==> src/rtl/channel_pkg.sv <==
// Shared definitions for the noisy-channel model: noise-source encodings,
// burst FSM states and the default Galois LFSR constants.
package channel_pkg;

  typedef enum logic [1:0] {
    MODE_CLEAN   = 2'd0,
    MODE_JOHNSON = 2'd1,
    MODE_LFSR    = 2'd2,
    MODE_BURST   = 2'd3
  } mode_e;

  typedef enum logic {
    IDLE  = 1'b0,
    BURST = 1'b1
  } burst_state_e;

  localparam logic [15:0] DEF_LFSR_TAPS = 16'hB400;
  localparam logic [15:0] DEF_LFSR_SEED = 16'hACE1;

endpackage

==> src/rtl/channel_noise_gen.sv <==
// Free-running noise sources: Johnson counter and Galois LFSR with a
// reloadable seed (a zero seed is replaced by LFSR_SEED to avoid lock-up).
module channel_noise_gen
  import channel_pkg::*;
#(
  parameter int                NOISE_W   = 5,
  parameter int                LFSR_W    = 16,
  parameter logic [LFSR_W-1:0] LFSR_TAPS = DEF_LFSR_TAPS,
  parameter logic [LFSR_W-1:0] LFSR_SEED = DEF_LFSR_SEED
) (
  input  logic                      clk,
  input  logic                      reset,
  input  logic                      seed_load,
  input  logic [LFSR_W-1:0]         seed,
  output logic signed [NOISE_W-1:0] johnson_n,
  output logic signed [NOISE_W-1:0] lfsr_n,
  output logic [3:0]                lfsr_top
);

  logic [NOISE_W-1:0] johnson;
  logic [LFSR_W-1:0]  lfsr;
  logic [LFSR_W-1:0]  lfsr_next;

  // NOTE: every branch assigns lfsr_next, so no latch can be inferred here.
  always_comb begin
    if (seed_load) begin
      lfsr_next = (seed == '0) ? LFSR_SEED : seed;
    end else if (lfsr[0]) begin
      lfsr_next = (lfsr >> 1) ^ LFSR_TAPS;
    end else begin
      lfsr_next = lfsr >> 1;
    end
  end

  // NOTE: non-blocking assignments keep both registers updating from the
  // same pre-edge values, independent of statement order.
  always_ff @(posedge clk or negedge reset) begin
    if (!reset) begin
      johnson <= '0;
      lfsr    <= LFSR_SEED;
    end else begin
      johnson <= {johnson[NOISE_W-2:0], ~johnson[NOISE_W-1]};
      lfsr    <= lfsr_next;
    end
  end

  assign johnson_n = $signed(johnson);
  assign lfsr_n    = $signed(lfsr[NOISE_W-1:0]);
  assign lfsr_top  = lfsr[LFSR_W-1 -: 4];

endmodule

==> config.mk <==
export PLATFORM = sky130hd
export DESIGN_NAME = channel_noise_gen
export DESIGN_NICKNAME = d
export VERILOG_FILES = /design/src/rtl/channel_pkg.sv /design/src/rtl/channel_noise_gen.sv
export SDC_FILE = /design/constraint.sdc
export NUM_CORES = 1
export LEC_CHECK = 0
export ABC_AREA = 1
export CAP_MARGIN = 5
export CORE_UTILIZATION = 40
export CTS_BUF_LIST = sky130_fd_sc_hd__clkbuf_8
export CTS_CLUSTER_SIZE = 14
export DETAILED_ROUTE_END_ITERATION = 12
export GPL_TIMING_DRIVEN = 0
export HOLD_SLACK_MARGIN = 0.08
export PLACE_DENSITY_LB_ADDON = 0.15
export SLEW_MARGIN = 30
export SYNTH_ARGS = -nofsm -noshare
export SYNTH_HDL_FRONTEND = slang
export SYNTH_SLANG_ARGS = --single-unit
==> constraint.sdc <==
create_clock -name clk -period 1.3 [get_ports clk]
set_input_delay 0.39 -clock clk [delete_from_list [all_inputs] [get_ports clk]]
set_output_delay 0.39 -clock clk [all_outputs]
set_load 0.02 [all_outputs]
# ---- Word-level counts from Yosys, hierarchy flattened
# Index checks and enable logic that the tools add are counted.
dict set report totals {
  input_bits 19
  reg_bits 21
  wordCells 8
  output_inout_bits 14
}
dict set report classes {
  n_reduce_logical 1
  muxes 3
  bitwise_logic 2
}
# operator count
set ops {}
lappend ops {{16-bit two-way mux} 3}
lappend ops {{16-bit zero test} 1}
lappend ops {{3-bit NOT with 4-bit output} 1}
lappend ops {{1-bit NOT} 1}

# ---- Depth between registers and ports, before layout
# Gate-level depths: netlist of run 1.
dict set report logic_depth {
  ltp_word 3
  ltp_mapped 5
  mapped_depth_nobuf 5
}

# ---- Worst setup path after synthesis of run 1
# Ideal clock, no wire load.
dict set report synth_timing {
  path_kind {flip-flop to output port}
  from {register lfsr[0]}
  to {output port lfsr_n[0]}
  path_slack_ps 209
  t_required_ps 910
  stages_incl_launch_ff 2
  path_buffers 1
  arrival_ps 701
  cell_sequence {dfstp_2 > buf_4}
}
# item line
set synth_rtl {}
lappend synth_rtl {{from (decl)} channel_noise_gen.sv:21} ;# logic [LFSR_W-1:0] lfsr;
lappend synth_rtl {{from (signal assigned)} channel_noise_gen.sv:43} ;# lfsr <= lfsr_next;
lappend synth_rtl {{to (decl)} channel_noise_gen.sv:16} ;# output logic signed [NOISE_W-1:0] lfsr_n,
# No word-level cell between the ends.

# ---- Worst setup path after layout of run 1
dict set report layout_timing {
  from {register lfsr[0]}
  to {output port lfsr_n[0]}
}
# No word-level cell between the ends.

==> results of run 1 <==
-- placed cells by master, fill, tap and decap left out --
| master | n |
|---|---|
| sky130_fd_sc_hd__nand2_1 | 26 |
| sky130_fd_sc_hd__nor2_1 | 24 |
| sky130_fd_sc_hd__clkdlybuf4s50_1 | 16 |
| sky130_fd_sc_hd__dfrtp_1 | 13 |
| sky130_fd_sc_hd__buf_6 | 10 |
| sky130_fd_sc_hd__buf_4 | 8 |
| sky130_fd_sc_hd__dfstp_2 | 8 |
| sky130_fd_sc_hd__buf_2 | 7 |
| sky130_fd_sc_hd__a21oi_2 | 5 |
| sky130_fd_sc_hd__a21oi_1 | 3 |
| sky130_fd_sc_hd__clkbuf_8 | 3 |
| sky130_fd_sc_hd__nor2_2 | 2 |
| sky130_fd_sc_hd__xor2_1 | 2 |
| sky130_fd_sc_hd__inv_6 | 1 |
| sky130_fd_sc_hd__nand2_4 | 1 |
| sky130_fd_sc_hd__xnor2_1 | 1 |
| sky130_fd_sc_hd__o21ai_0 | 1 |
| sky130_fd_sc_hd__inv_1 | 1 |
| sky130_fd_sc_hd__clkinv_2 | 1 |
-- metrics by stage --
step	power [mW]	hold slack, ns
final	1.481	0.07136
after detailed placement	1.064	0.3592
after global placement	1.059	0.3543
after global routing	1.557	0.1107
after CTS	1.502	0.3809
after floorplan	0.9175	0.09441
-- sequential cells by signal, indices dropped and copies added (netlist names) --
register and count:
johnson_n 5, lfsr 16
-- worst reg2reg max path, delay by kind of cell, from the launching register on --
family	cells	cell delay, ns
and+or+nand+nor	1	0.06
AOI/OAI and AO/OA	1	0.12
DFF	1	0.55
xor gates and xnor gates	1	0.14
buffers and inverters	1	0.14
-- routing by layer --
| metal | track usage | up-vias | part of all wire |
|---|---|---|---|
| met2 | 0.2590 | 29 | 0.43 |
| met4 | 0.08571 | 0 | 0.019 |
| met1 | 0.2460 | 342 | 0.49 |
| met3 | 0.03704 | 4 | 0.060 |
| met5 | 0 | - | 0 |
| li1 | - | 364 | - |
-- cells by family (layout without fill, tap and decap cells) --
family          after synthesis  count (layout)
xor+xnor                      3               3
flops                        21              21
simple gates                 53              53
compound gates                9               9
buf+inv                      14              47
-- worst paths after layout --
path	from	to	slack [ns]
max in group asynchronous	reset	lfsr[7]$_DFF_PN1_	0.89
min	reset	lfsr[14]$_DFF_PN0_	0.07
max reg2reg	lfsr[0]$_DFF_PN1_	lfsr[10]$_DFF_PN1_	0.23
min in group clk	johnson_n[1]$_DFF_PN0_	johnson_n[2]$_DFF_PN0_	0.38
max	lfsr[0]$_DFF_PN1_	lfsr_n[0]	-0.01
min reg2reg	johnson_n[1]$_DFF_PN0_	johnson_n[2]$_DFF_PN0_	0.38
-- cells in the mapped netlist, drive strengths merged --
master,number,area [sq um]
nor2,26,102.6
nand2,27,103.9
a21oi,8,40.04
o21ai,1,5.000
dfstp,8,210.2
xnor2,1,8.760
xor2,2,17.52
buf,12,91.33
dfrtp,13,325.3
inv,2,12.51
-- repair_timing --
item,CTS,global route
gates resized for setup,67,13
pin swaps,0,1
setup buffers,5,2
setup endpoints to repair,14,22
-- power groups by stage --
stage | combinational [mW] | sequential (mW) | clock (mW)
after floorplan | 0.163 | 0.754 | 0
after global placement | 0.298 | 0.760 | 0
after detailed placement | 0.303 | 0.761 | 0
after CTS | 0.328 | 0.745 | 0.429
after global routing | 0.338 | 0.756 | 0.462
final | 0.313 | 0.749 | 0.419
-- cell type report --
cell class                 instances  area (sq um)
clock buffer                       3         41.29
timing repair buffer              38         344.1
buffer                             3         23.77
clock inverter                     1         5.005
multi-input combinational         65         301.5
inverter                           2         12.51
sequential                        21         535.5
fill                             188         764.5
tap                               27         33.78
==> impl_metrics.json, run 1 <==
{
  "grt_first_pass_wirelength_microns": 3139,
  "switching_share": 0.2529,
  "clock_sinks": 21,
  "total_switching_power_mw": 0.3744,
  "detail_route.wirelength_microns": 1865,
  "grt_antenna_before_repair": 0,
  "clkLatencyLatePin_ns": 0.26,
  "ioPinCount": 33,
  "avgViaCountPerCell": 4.619,
  "synthesis.nets": 119,
  "synth-compound-area-share": 0.04911,
  "timing_max_transition_violations_final": 0,
  "detailed_placement_hpwl_microns": 1297,
  "pin_count_of_the_biggest_net_entering_global_routing": 22,
  "cp.arrival_ns": 0.92,
  "maxClockFrequency_mhz": 763.2,
  "cellInternalPower_mw": 1.106,
  "core_sq_um": 2062,
  "avgRoutedWirePerCell_microns": 11.66,
  "placement_rows": 16,
  "synth_top_family_by_area": "simple AND/OR/NAND/NOR gates",
  "ys_ff_latch": 21,
  "unique_masters_post_synth": 15,
  "cts_tree": "done",
  "post-route-period-util": 1.008,
  "initial_utilization": 0.4448,
  "synth_mux_area_frac": 0,
  "run_status": "finished with violations",
  "critPathBufInv": 1,
  "drt-pass1-iter-count": 4,
  "synth_cells": 100,
  "post_synth_and_or_nand_nor_area_fraction": 0.2251,
  "cts-root-to-sink-buffers": 2,
  "ys_seq_area_frac": 0.5839,
  "leftover_overflow_at_the_end_of_global_routing": 0,
  "yosys.area_share.adder": 0,
  "route.vias.total": 739,
  "inserted_diodes": 0,
  "path_delay_family": "flip-flops",
  "timing.critical_path.cells": "buf_6",
  "slowest_stage_delay_cp_ns": 0.55,
  "place_congestion": 0.7391,
  "cap_violations": 0,
  "syn_to_final_growth_pct": 41.47,
  "tritoncts.num_buffers": 3,
  "grt_setup_unrepaired": "true",
  "final_hold_violations": 0,
  "fin_tns_setup_ns": -0.01524,
  "place.detailed.instances": 158,
  "skew_ns": 0.003577,
  "cpMaxStageDelayCell": "sky130_fd_sc_hd__dfstp_2",
  "worst_slew_margin_rel": 0.6959,
  "class_of_the_worst_hold_path": "in -> async",
  "layoutNonFillerInstCount": 160,
  "h-tree-depth": 1,
  "end_kind": "primary output",
  "postLayoutCellArea_sq_um": 1297,
  "timing.final.setup_violations": 3,
  "crit_required_ns": 0.91,
  "netlist_area_before_placement_sq_um": 917.1,
  "ctsHoldBuffers": 0,
  "p_per_area_nw_per_um2": 1141,
  "failed_checks": "setup timing",
  "cp_num_cells": 1,
  "die_width_microns": 49.89,
  "worst-r2r-cell-count": 4,
  "time_the_worst_path_needs_with_i_o_delays_and_setup_ns": 1.310,
  "clock_root_cell": "sky130_fd_sc_hd__clkbuf_8",
  "grt_pass1_vias": 706,
  "combPwrFrac": 0.211,
  "final.setup.worst_slack_ns": -0.01030,
  "synth_xor_area_frac": 0.02865,
  "power.ir.vdd_worst_mv": 0.9546,
  "fp.dieH_microns": 49.89,
  "share_seq_of_total_power": 0.506,
  "clock_power_share": 0.283,
  "pre_cts_slack_ns": -0.3715,
  "synthesis.area_per_instance_sq_um": 9.171,
  "worst_pin_slew_ns": 0.4561,
  "postLayoutCoreUtil": 0.6292,
  "place_area_sq_um": 1261,
  "gr-usage-all-layers": 0.1765,
  "first_iter_violations": 10,
  "path_max_fanout": 2,
  "floorplan.die_area_sq_um": 2489,
  "drcViolationCount": 0,
  "layout-drive-gt1-share": 0.3459,
  "quantity_of_i_o_buffers_inserted_on_ports": 31,
  "worst-setup-path-type": "reg -> out",
  "num-nets-final": 153,
  "clk_pin_slew_ns": 0.07,
  "worstSetupStartpointType": "flop",
  "warning_count_from_the_yosys_run": 0,
  "power_leakage_nw": 0.6367,
  "drtAntennaViolNets": 0
}
No activity file was read; power rests on OpenSTA's default activity.
==> inputs of run 2 (changes only) <==
CAP_MARGIN = unset   (was 5)
==> results of run 2 <==
Same layout as run 1: the final DEF is identical, and so are final timing and power.
